===== src/rtl/simd_lane_skid_reg.sv =====
// Multi-lane pipeline stage with valid/ready handshake, 2-entry skid buffer
// and per-lane write masking against a persistent lane state.
module simd_lane_skid_reg #(
  parameter int unsigned W     = 16,
  parameter int unsigned LANES = 4
) (
  input  logic                 clk,
  input  logic                 reset,
  input  logic                 flush,
  input  logic                 in_valid,
  output logic                 in_ready,
  input  logic [LANES*W-1:0]   in_data,
  input  logic [LANES-1:0]     in_mask,
  output logic                 out_valid,
  input  logic                 out_ready,
  output logic [LANES*W-1:0]   out_data,
  output logic [LANES-1:0]     out_mask,
  output logic [1:0]           count
);

  localparam int unsigned DW = LANES * W;

  typedef enum logic [1:0] {
    ST_EMPTY = 2'd0,
    ST_ONE   = 2'd1,
    ST_TWO   = 2'd2
  } state_t;

  state_t           r_state;
  state_t           w_state_nxt;
  logic             r_in_ready;
  logic             r_out_valid;
  logic [DW-1:0]    r_lane;
  logic [DW-1:0]    r_main_data;
  logic [LANES-1:0] r_main_mask;
  logic [DW-1:0]    r_skid_data;
  logic [LANES-1:0] r_skid_mask;

  logic [DW-1:0]    w_lane_nxt;
  logic [DW-1:0]    w_main_data_nxt;
  logic [LANES-1:0] w_main_mask_nxt;
  logic [DW-1:0]    w_skid_data_nxt;
  logic [LANES-1:0] w_skid_mask_nxt;
  logic [DW-1:0]    w_merged;
  logic             w_accept;
  logic             w_pop;

  assign w_accept = in_valid & r_in_ready;
  assign w_pop    = r_out_valid & out_ready;

  // Masked-off lanes take the last written value of that lane.
  always_comb begin
    w_merged = r_lane;
    for (int i = 0; i < int'(LANES); i++) begin
      if (in_mask[i]) w_merged[i*W +: W] = in_data[i*W +: W];
    end
  end

  // Next-state and storage update; flush discards the incoming word.
  always_comb begin
    w_state_nxt     = r_state;
    w_lane_nxt      = r_lane;
    w_main_data_nxt = r_main_data;
    w_main_mask_nxt = r_main_mask;
    w_skid_data_nxt = r_skid_data;
    w_skid_mask_nxt = r_skid_mask;
    if (flush) begin
      w_state_nxt = ST_EMPTY;
    end else begin
      if (w_accept) w_lane_nxt = w_merged;
      case (r_state)
        ST_EMPTY: begin
          if (w_accept) begin
            w_state_nxt     = ST_ONE;
            w_main_data_nxt = w_merged;
            w_main_mask_nxt = in_mask;
          end
        end
        ST_ONE: begin
          if (w_accept && w_pop) begin
            w_main_data_nxt = w_merged;
            w_main_mask_nxt = in_mask;
          end else if (w_accept) begin
            w_state_nxt     = ST_TWO;
            w_skid_data_nxt = w_merged;
            w_skid_mask_nxt = in_mask;
          end else if (w_pop) begin
            w_state_nxt = ST_EMPTY;
          end
        end
        ST_TWO: begin
          if (w_pop) begin
            w_state_nxt     = ST_ONE;
            w_main_data_nxt = r_skid_data;
            w_main_mask_nxt = r_skid_mask;
          end
        end
        default: w_state_nxt = ST_EMPTY;
      endcase
    end
  end

  // All state advances on the falling edge of clk.
  always_ff @(negedge clk or negedge reset) begin
    if (!reset) begin
      r_state     <= ST_EMPTY;
      r_in_ready  <= 1'b1;
      r_out_valid <= 1'b0;
      r_lane      <= '0;
      r_main_data <= '0;
      r_main_mask <= '0;
      r_skid_data <= '0;
      r_skid_mask <= '0;
    end else begin
      r_state     <= w_state_nxt;
      r_in_ready  <= (w_state_nxt != ST_TWO);
      r_out_valid <= (w_state_nxt != ST_EMPTY);
      r_lane      <= w_lane_nxt;
      r_main_data <= w_main_data_nxt;
      r_main_mask <= w_main_mask_nxt;
      r_skid_data <= w_skid_data_nxt;
      r_skid_mask <= w_skid_mask_nxt;
    end
  end

  assign in_ready  = r_in_ready;
  assign out_valid = r_out_valid;
  assign out_data  = r_main_data;
  assign out_mask  = r_main_mask;
  assign count     = r_state;

endmodule

===== config.mk =====
export PLATFORM = sky130hd
export DESIGN_NAME = simd_lane_skid_reg
export DESIGN_NICKNAME = d
export VERILOG_FILES = /design/src/rtl/simd_lane_skid_reg.sv
export SDC_FILE = /design/constraint.sdc
export NUM_CORES = 1
export LEC_CHECK = 0
export CORE_UTILIZATION = 54
export DETAILED_ROUTE_END_ITERATION = 6
export GPL_TIMING_DRIVEN = 0
export PLACE_DENSITY = 0.92
export SYNTH_ARGS = -nofsm -noshare
export SYNTH_HDL_FRONTEND = slang
export SYNTH_SLANG_ARGS = --single-unit

===== constraint.sdc =====
create_clock -name clk -period 2.01 [get_ports clk]
set_input_delay 0.3015 -clock clk [delete_from_list [all_inputs] [get_ports clk]]
set_output_delay 0.3015 -clock clk [all_outputs]
set_load 0.01 [all_outputs]

=== Word-level counts from Yosys, hierarchy flattened ===
Cells that the tools add are included.

* RAM bits: 0
* Latch bits: 0
* Bits in read-only memories: 0
* Bits of input ports: 73
* Output and inout bits: 72
* Register bits after elaboration: 204
* Memories: 0
* Logic and storage cells: 44

* Div/mod/pow operators: 0
* Bitwise logic cells: 4
* Magnitude comparators: 0
* Shift-type cells: 0
* $add $sub $neg: 0
* Multipliers: 0
* Reduce and logical (&&, ||, !) cells: 7
* Multiplexer cells: 19
* Equality and inequality tests: 6

{| class="wikitable"
|+ Operators by type and width
! kind !! count
|-
| 2-to-1 mux 64 bit || 3
|-
| one-hot mux 64 bit (3 select lines) || 1
|-
| 2-to-1 mux 16 bit || 4
|-
| 2-to-1 mux 2 bit || 6
|-
| 2-to-1 mux 4 bit || 3
|-
| one-hot mux 4 bit (3 select lines) || 1
|-
| != test 2 bit, second input constant || 4
|-
| one-hot mux 2 bit (3 select lines) || 1
|-
| AND reduction 5 bit || 1
|-
| AND reduction 4 bit || 1
|-
| nonzero test 3 bit || 1
|-
| AND 1 bit || 2
|-
| == test 2 x 1 -> 1 bit, second input constant || 1
|-
| == test 2 bit, second input constant || 1
|-
| logical NOT 2 bit || 1
|-
| inverter 1 bit || 2
|-
| AND reduction 2 bit || 1
|-
| nonzero test 2 bit || 1
|-
| logical AND 1 bit || 1
|}

=== Depth between registers and ports, before layout ===
Gate-level depths: netlist (run 1).

* Depth after elaboration: 7
* Gate-level depth with buffers: 6
* Depth with buffers taken out: 3

==> results of run 1 <==
==> registers in the layout, indices dropped and copies added, names as in the netlist <==
signal       cells
in_ready         1
out_mask         4
r_lane          64
count            2
out_data        64
r_skid_data     64
r_skid_mask      4
out_valid        1
==> layout make-up <==
class | instances | area [um^2]
Buffer | 51 | 617
Clock buffer | 29 | 596
Clock inverter | 7 | 57.6
Fill cell | 748 | 2810
Inverter | 1 | 3.75
Multi-Input combinational cell | 350 | 4370
Sequential cell | 204 | 5110
Tap cell | 216 | 270
Timing Repair Buffer | 238 | 2180
==> timing repair <==
action                     in CTS  in global routing
resized for setup             431                110
hold endpoints to repair        0                  0
buffers inserted               64                 31
cloned                          6                  4
pin swaps                       4                  4
setup endpoints to repair     276                261
==> cell families after synthesis <==
kind of cell,Yosys count
flops,204
mux,197
compound gates,146
buf+inv,55
simple gates,7
==> metal layers <==
metal	global-route usage, %	vias to the layer above	wire (um)
met5	0	-	0
met4	7.51	0	995
met2	51.3	274	14400
met1	37.2	3554	10800
met3	4.56	87	1590
li1	-	2847	-
==> cells in the mapped netlist <==
library cell  number  share of area (%)
nand2_1            2              0.084
nand2b_1           1              0.070
buf_4              3               0.25
inv_1              2              0.084
o21a_1             1              0.084
mux2_2           177                 22
nand3b_1           1              0.084
buf_2             21                1.2
a211o_1            2               0.20
nor3_4             1               0.18
a2bb2oi_2         20                3.4
dfrtn_1          203                 57
mux2_1            20                2.5
buf_1              6               0.25
buf_6              6               0.76
a21oi_1            1              0.056
clkbuf_1          17               0.72
o31ai_1            1              0.084
a2bb2oi_1         49                4.8
a211oi_4           1               0.22
nor2_1             1              0.042
a21bo_2            1               0.11
or2_2              1              0.070
o22ai_1           68                4.8
dfstp_2            1               0.30
a21o_1             1              0.084
a211oi_1           1              0.084
==> worst paths after layout <==
kind | start | slack, ns | endpoint | cells after the start
max in group asynchronous | reset | 0.29 | r_lane[58]$_DFFE_NN0P_ | 2
worst min register to register | r_lane[24]$_DFFE_NN0P_ | 0.46 | r_lane[24]$_DFFE_NN0P_ | 1
min in group asynchronous | reset | 0.67 | r_skid_data[49]$_DFFE_NN0P_ | 1
worst max register to register | in_ready$_DFF_NN1_ | -0.14 | r_skid_data[22]$_DFFE_NN0P_ | 9
worst min-delay path | r_lane[24]$_DFFE_NN0P_ | 0.46 | r_lane[24]$_DFFE_NN0P_ | 1
worst max-delay path | in_ready$_DFF_NN1_ | -0.51 | in_ready | 1
==> stage by stage <==
| step | setup slack [ns] | TNS, ns |
|---|---|---|
| after floorplan | -0.507 | -65.65 |
| after global placement | -7.99 | -1846.96 |
| after detailed placement | -1.34 | -257.53 |
| after CTS | -0.473 | -41.26 |
| after global routing | -0.527 | -47.96 |
| final | -0.514 | -41.59 |
==> report_power, final <==
group          internal [mW]  total (mW)  switching, mW
registers               6.02        7.30           1.28
logic                   4.33        7.03           2.69
clock network           2.19        3.83           1.64
total                   12.5        18.2           5.62
==> results.md, run 1 <==
- Total grt overflow: 0
- Slowest stage delay, CP: 0.55 ns
- Post-synthesis adder-cell area fraction: 0%
- Iteration-0 DRC Markers: approximately 300
- CTS buffer count: 21
- Synthesized flop and latch total: 204
- Nets: around 940
- Die ar.: between 15000 and 20000 um^2
- Via count: 6762
- Clk buf depth: 3
- DRC viols: 0
- Actual slew at the worst max-slew pin: around 0.73 ns
- Combinational family with the most area after synthesis: multiplexers
- Worst vdd ir: 0.814 mV
- CP max-delay cell: dfstp_2
- Largest net degree at the start of global routing: 115
- Power Density: 1380 nW/um^2
- Mux contribution to synthesized area: 24.9%
- H-tree depth: 1
- Final setup fails: 208
- Fraction of layout cells with a size suffix above 1: 62.5%
- Worst hold slack: about 0.46 ns
- Placer congestion estimate: 0.795
- CP max FO: 2
- Avg Inst Size Synth: 14.6 um^2
- Worst rel slew slack: 51.6%
- Total GRT Usage: 29.0%
- Post-Synthesis Cells: 609
- Vias/cell: about 6.2
- HPWL after detailed placement: 14100 um
- Vias in the first global route: between 6000 and 7000
- Initial core utilization: between 50% and 60%
- Syn Nets: about 680
- Die Y-Extent: 130 um
- Placeable core area: between 15000 and 20000 um^2
- Failing checks: negative setup slack
- Worst Path Required: approximately 1.7 ns
- Yosys cell types: 27
- Slack of the critical path: -0.514 ns
- Die X: ~130 um
- # diodes: 0
- Final Hold Viols: 0
- Cell Chain, Critical Path: buf_6
- Fin util: 82.5%
- Yosys warnings: 0
- Num rows: 46
- Cell family with most CP delay: flip-flops
- RSZ-0062 raised after global routing: true
- Xor and xnor fraction of the mapped netlist area: 0%
- Initial antenna violation count: 0
- Area Overhead vs Synth: 48.3%
- Drt pass-1 iters: 5
- Drt wl/cell: 25.4 um
- Pins Over Slew Limit: 0
- Post-route cell area: 13200 um^2
- I/O pins: 145
- Max cap viols: 0
- Final non-filler cell total: roughly 1100
- Global-route wire length before repair: between 30000 and 40000 um
- Pleak: a little under 6 nW
- Total wire length: between 20000 and 30000 um
- Hold_buf cts: 0
- Status: complete, but fails checks
- Commonest non-fill, non-tap cell in the layout: dfrtn_1
- Worst EP arrival: 2.22 ns
- Clock Tree Root: clkbuf_16
- Post-DRT Antenna Nets: 0
- CTS tree: yes
- # placed instances: 965
- Mapped cell area: 8900 um^2
- Critical Path Source Type: register
- Compound-Gate Fraction of Synth Area: 13.9%
- CTS clk-pin slew, worst paths: 0.05 ns
- Placed inst area: 11000 um^2
- Final Power: 18.2 mW
- TritonCTS sink count: 204
- Simple-gate share of the synthesized area: 0.534%
- Port bufs: 139
- Crit end category: primary output
- WP buf/inv: 1
- Clk_lat worst skew: 0.56 ns
- Final Skew: 0.0608 ns
- Sequential fraction of the synthesis area: 57.4%
- Kind of critical path: register to primary output
- HP Class: register to register
- Most frequent cells in the layout: 203 x dfrtn_1, 101 x mux2_4, 96 x mux2_2
Note: power is estimated with default switching activity, not from simulation.
==> run 2: changes to the inputs <==
--- a/config.mk
+++ b/config.mk
@@ -5,7 +5,8 @@
 export SDC_FILE = /design/constraint.sdc
 export NUM_CORES = 1
 export LEC_CHECK = 0
-export CORE_UTILIZATION = 54
+export ABC_AREA = 1
+export CORE_UTILIZATION = 55
 export DETAILED_ROUTE_END_ITERATION = 6
 export GPL_TIMING_DRIVEN = 0
 export PLACE_DENSITY = 0.92
==> results.md, run 2 <==
- Net Sw Frac: 33.9% (+3.0 points)
- Total grt overflow: 0 (unchanged)
- Power Density: 1260 nW/um^2 (-8.7%)
- Synth area leaders: dfrtn_1 52%, nand2_1 24%, nand3_1 5.1%
- Hold_buf cts: 0 (unchanged)
- Initial core utilization: 56.3% (+0.71 points)
- Synth top cells by count: 638 x nand2_1, 203 x dfrtn_1, 131 x inv_1, 99 x nand3_1, 42 x o21ai_0
- H-tree depth: 1 (unchanged)
- Failing checks: negative setup slack
- Mapped cell area: 9780 um^2 (+9.9%)
- Nets: 1629 (+73%)
- CTS tree: yes
- Iteration-0 DRC Markers: 1051 (+250%)
- TritonCTS sink count: 204 (unchanged)
- Syn Nets: 1398 (+100%)
- Post-DRT Antenna Nets: 0 (unchanged)
- Post-Synthesis Cells: 1325 (+120%)
- Largest net degree at the start of global routing: 111 (-3.5%)
- Yosys top cell area share: 52.0% (-5.1 points)
- Final Skew: 0.0673 ns (+0.00646 ns)
- CTS clk-pin slew, worst paths: 0.05 ns (about the same)
- Worst rel slew slack: 50.9% (-0.70 points)
- Max cap viols: 0 (unchanged)
- Fraction of layout cells with a size suffix above 1: 17.7% (-45 points)
- Switch Pwr: 5.45 mW (-3.0%)
- Final Power: 16.1 mW (-12%)
- Yosys warnings: 0 (unchanged)
- Combinational group share of total power: 33.9% (-4.8 points)
- Drt pass-1 iters: 5 (unchanged)
- DRC viols: 0 (unchanged)
- Port bufs: 140 (+0.72%)
- Die ar.: 18300 um^2 (+7.7%)
- Avg Inst Size Synth: 7.38 um^2 (-50%)
- CTS buffer count: 21 (unchanged)
- Placer congestion estimate: 0.837 (+5.4%)
- Actual slew at the worst max-slew pin: 0.736 ns (+0.0105 ns)
- Final Hold Viols: 0 (unchanged)
- Total GRT Usage: 30.7% (+1.7 points)
- Pint: 10.6 mW (-15%)
- Most frequent cells in the layout: 621 x nand2_1, 203 x dfrtn_1, 131 x inv_1
- Total wire length: 28600 um (+2.9%)
- Cell Chain, Critical Path: buf_6
- EDFF count, synth: 0 (unchanged)
- Top_reg_cell synth: dfrtn_1
- Final non-filler cell total: 1794 (+64%)
- Cell family with most CP delay: flip-flops
- Share of power burned in registers: 41.9% (+1.7 points)
- HP Class: register to register
- CP max-delay cell: dfstp_2
- Global-route wire length before repair: 44500 um (+18%)
- Worst hold slack: 0.420 ns (-0.0358 ns)
- Num rows: 48 (+4.3%)
- Commonest non-fill, non-tap cell in the layout: nand2_1
- Worst EP arrival: 2.25 ns (+0.03 ns)
- CP max FO: 2 (unchanged)
- I/O pins: 145 (unchanged)
- RSZ-0062 raised after global routing: true
- Vias in the first global route: 9350 (+36%)
- Async SR Flop Fraction: 100% (unchanged)
- Critical Path Source Type: register
- Vias/cell: 5.45 (-12%)
- Yosys cell types: 19 (-30%)
- Pins Over Slew Limit: 0 (unchanged)
- Crit end category: primary output
- Final setup fails: 74 (-64%)
- Worst vdd ir: 0.762 mV (-6.4%)
- Area Overhead vs Synth: 30.8%
- Synthesized flop and latch total: 204 (unchanged)
- Fin util: 73.7% (-8.8 points)
- Area leader, netlist: dfrtn_1
- Placeable core area: 17400 um^2 (+8.5%)
- Die X: 135 um (+3.8%)
- Status: complete, but fails checks
- # diodes: 0 (unchanged)
- Drt wl/cell: 16.0 um (-37%)
- Initial antenna violation count: 0 (unchanged)
- Slowest stage delay, CP: 0.57 ns (+0.02 ns)
- Clock Tree Root: clkbuf_16
- Sequential fraction of the synthesis area: 52.2% (-5.2 points)
- Clk buf depth: 3 (unchanged)
- Kind of critical path: register to primary output
- Slack of the critical path: -0.540 ns (-0.0262 ns)
- Pleak: 7.15 nW (+23%)
- Clock power frac: 24.2% (+3.1 points)
- Via count: 9780 (+45%)
- Count leader, synth: nand2_1
- WP buf/inv: 1 (unchanged)
- # placed instances: 1691 (+75%)
- Worst Path Required: 1.71 ns (about the same)
- Clk_lat worst skew: 0.57 ns (about the same)
- HPWL after detailed placement: 17700 um (+26%)
- Die Y-Extent: 135 um (+3.8%)
## run 2: cell types whose count changed after synthesis, sizes merged, moves of 14 or more
cell     before  now
a2bb2oi      69    0
nand2         2  638
nand3         0   99
and2          0   33
a21oi         1   33
o21ai         0   74
inv           2  138
nor2          1   35
o22ai        68    0
mux2        197    0
buf          36   50
## run 2: routing by layer
layer  vias to the layer above  GRT usage, %  routed length [um]  share of wire (%)
met1                      4634          39.3               11100                 39
met2                       518          51.6               14200                 50
li1                       4506             -                   -                  -
met3                       122          3.67                2030                7.1
met4                         0          15.2                1300                4.5
met5                         -             0                   0                  0
## run 2: cell type report
type | instances | area [um^2]
sequential | 204 | 5110
fill | 1193 | 4560
multi-input combinational | 913 | 3920
timing repair buffer | 208 | 1650
buffer | 70 | 628
clock buffer | 32 | 627
inverter | 137 | 537
tap | 225 | 282
clock inverter | 5 | 48.8
## run 2: through the flow
step	instance area (um^2)	setup slack [ns]	setup TNS, ns
6_report	12800	-0.540	-25.10
3_3_place_gp	11800	-8.42	-1899.43
5_1_grt	12800	-0.540	-26.78
3_5_place_dp	11800	-1.08	-225.13
4_1_cts	12500	-0.513	-25.12
2_1_floorplan	10100	-0.103	-10.52
## run 2: path summary, 6_finish.rpt
check	startpoint	end	slack [ns]	cells past startpoint
max in group asynchronous	reset	r_lane[31]$_DFFE_NN0P_	0.32	2
min	r_skid_data[41]$_DFFE_NN0P_	r_skid_data[41]$_DFFE_NN0P_	0.42	2
min in group asynchronous	reset	r_skid_data[8]$_DFFE_NN0P_	0.69	1
max	in_ready$_DFF_NN1_	in_ready	-0.54	1
min reg2reg	r_skid_data[41]$_DFFE_NN0P_	r_skid_data[41]$_DFFE_NN0P_	0.42	2
max reg2reg	in_ready$_DFF_NN1_	out_data[19]$_DFFE_NN0P_	0.24	9
## run 2: cells by family (layout without fill, tap and decap cells)
| family | count (synthesis) | count (layout) | share of synthesized area, % |
|---|---|---|---|
| flops | 204 | 204 | 52.2 |
| simple gates | 805 | 806 | 33.1 |
| compound gates | 107 | 107 | 5.52 |
| buf+inv | 209 | 452 | 9.14 |
## run 2: power groups by stage
stage / Combinational (mW) / Clock (mW) / Sequential, mW
3_5_place_dp: 5.02 / 0.00623 / 6.76
3_3_place_gp: 4.81 / 0.00623 / 6.71
4_1_cts: 5.01 / 3.87 / 6.67
6_report: 5.44 / 3.89 / 6.73
2_1_floorplan: 2.43 / 0.00623 / 6.92
5_1_grt: 6.02 / 4.07 / 6.87
## run 2: repair_timing
| action | in CTS | in global routing |
|---|---|---|
| resized for setup | 318 | 20 |
| endpoints found under the setup margin | 275 | 186 |
| setup buffers | 41 | 22 |
| gates cloned | 4 | 1 |
| pin swaps | 4 | 2 |
==> run 3: changes to the inputs <==
--- a/config.mk
+++ b/config.mk
@@ -6,6 +6,7 @@
 export NUM_CORES = 1
 export LEC_CHECK = 0
 export ABC_AREA = 1
+export CORE_ASPECT_RATIO = 1.5
 export CORE_UTILIZATION = 55
 export DETAILED_ROUTE_END_ITERATION = 6
 export GPL_TIMING_DRIVEN = 0
==> results.md, run 3 (synthesized netlist as in run 2, its figures left out) <==
- WP buf/inv: 1 (unchanged)
- CTS buffer count: 20 (-4.8%)
- Cell family with most CP delay: flip-flops
- CP max-delay cell: dfstp_2
- Clk buf depth: 3 (unchanged)
- Hold Path Origin: r_skid_data[45]$_DFFE_NN0P_
- Final Power: 16.3 mW (+1.6%)
- DRC viols: 1 (+1)
- Port bufs: 140 (unchanged)
- Worst reg2reg path depth: 7 (-2)
- CTS tree: yes
- Drt pass-1 iters: 7 (+2)
- Drt wl/cell: 16.1 um (+0.72%)
- Via count: 9625 (-1.6%)
- Hold Path End: r_skid_data[45]$_DFFE_NN0P_
- RSZ-0062 raised after global routing: true
- Slowest stage delay, CP: 0.53 ns (-0.04 ns)
- Fraction of layout cells with a size suffix above 1: 17.2% (-0.42 points)
- Final Hold Viols: 0 (unchanged)
- Vias/cell: 5.43 (-0.48%)
- Hold Path Depth: 2 (unchanged)
- R2R Setup Slk: 0.26 ns (+0.02 ns)
- Worst hold slack: 0.418 ns (-0.00180 ns)
- Slack of the critical path: -0.485 ns (+0.0550 ns)
- Clock Tree Root: clkbuf_16
- Hold_buf cts: 0 (unchanged)
- Worst rel slew slack: 51.0% (+0.059 points)
- CTS clk-pin slew, worst paths: 0.05 ns (about the same)
- Placed inst area: 11800 um^2 (-0.13%)
- Die Y-Extent: 165 um (+22%)
- HP Class: register to register
- I/O pins: 145 (unchanged)
- Total grt overflow: 0 (unchanged)
- Num rows: 59 (+23%)
- Post-DRT Antenna Nets: 0 (unchanged)
- Start of the worst register-to-register path: in_ready$_DFF_NN1_
- Status: complete, but fails checks
- Critical Path Source Type: register
- Total wire length: 28500 um (-0.41%)
- Kind of critical path: register to primary output
- Largest net degree at the start of global routing: 109 (-1.8%)
- Crit end category: primary output
- CP max FO: 2 (unchanged)
- Placeable core area: 17300 um^2 (about the same)
- Worst Path Required: 1.71 ns (about the same)
- Post-route cell area: 12800 um^2 (-0.14%)
- Cell Chain, Critical Path: buf_6
- Total GRT Usage: 30.6% (-0.069 points)
- Actual slew at the worst max-slew pin: 0.735 ns (-0.000886 ns)
- Commonest non-fill, non-tap cell in the layout: nand2_1
- Initial core utilization: 56.4% (about the same)
- HPWL after detailed placement: 18100 um (+1.8%)
- Final Skew: 0.0583 ns (-0.00894 ns)
- Area Overhead vs Synth: 30.7%
- Worst vdd ir: 0.795 mV (+4.4%)
- Max cap viols: 0 (unchanged)
- Die X: 111 um (-18%)
- Placer congestion estimate: 0.820 (-2.0%)
- Failing checks: design-rule violations, negative setup slack
- Vias in the first global route: 9770 (+4.5%)
- Final setup fails: 72 (-2.7%)
- H-tree depth: 1 (unchanged)
- Power Density: 1280 nW/um^2 (+1.7%)
- TritonCTS sink count: 204 (unchanged)
- Initial antenna violation count: 0 (unchanged)
- Iteration-0 DRC Markers: 801 (-24%)
- Pleak: 7.17 nW (+0.27%)
- Global-route wire length before repair: 45400 um (+2.0%)
- Clk_lat worst skew: 0.56 ns (about the same)
- # diodes: 0 (unchanged)
- Most frequent cells in the layout: 624 x nand2_1, 203 x dfrtn_1, 131 x inv_1
- Die ar.: 18300 um^2 (about the same)
- Pins Over Slew Limit: 0 (unchanged)
- Terminus of the critical flop-to-flop path: r_lane[18]$_DFFE_NN0P_
- Worst EP arrival: 2.19 ns (-0.06 ns)
- Nets: 1622 (-0.43%)
[run 3: layer usage]
layer | routed length (um) | vias up | GRT usage (%)
met3 | 1730 | 142 | 3.61
li1 | - | 4478 | -
met5 | 0 | - | 0
met4 | 1730 | 0 | 20.1
met2 | 14800 | 498 | 55.8
met1 | 10300 | 4507 | 33.8
[run 3: power breakdown]
part | internal [mW] | switching [mW]
registers | 5.85 | 0.873
clock network | 2.56 | 1.64
logic | 2.48 | 2.92
total | 10.9 | 5.44
[run 3: cell type report]
| cell class | count | area (um^2) |
|---|---|---|
| fill | 1178 | 4570 |
| timing repair buffer | 203 | 1610 |
| inverter | 137 | 537 |
| clock buffer | 30 | 664 |
| tap | 213 | 267 |
| buffer | 70 | 619 |
| clock inverter | 5 | 80.1 |
| sequential | 204 | 5110 |
| multi-input combinational | 912 | 3900 |
[run 3: through the flow]
step | setup slack, ns | cells | setup TNS [ns] | utilization [%]
finish | -0.485 | 1774 | -25.44 | 73.6
global route | -0.497 | 1774 | -26.77 | 73.6
CTS | -0.478 | 1749 | -25.51 | 72.3
detailed placement | -1.03 | 1679 | -227.79 | 68.0
global placement | -8.39 | 1678 | -1897.74 | 67.8
floorplan | -0.103 | 1325 | -10.52 | -
[run 3: tightest hold or removal path: stages (launching register included)]
cell	delay, ns
dfrtn_1	0.41
nand2_1	0.05
nand2_1	0.04
[run 3: what timing repair did]
action | CTS | global route
setup buffers | 34 | 26
pin swaps | 2 | 3
setup endpoints to repair | 275 | 222
resized for setup | 310 | 18
gates cloned | 2 | 0
[run 3: worst max-delay path by stage]
stage	from	endpoint	slack [ns]	cells after the start
after floorplan	out_ready	r_skid_data[10]$_DFFE_NN0P_	-0.10	6
after global placement	reset	out_data[9]$_DFFE_NN0P_	-8.39	1
after detailed placement	in_valid	out_data[53]$_DFFE_NN0P_	-1.03	7
after CTS	in_ready$_DFF_NN1_	in_ready	-0.48	1
after global routing	in_ready$_DFF_NN1_	in_ready	-0.50	1
final	in_ready$_DFF_NN1_	in_ready	-0.49	1
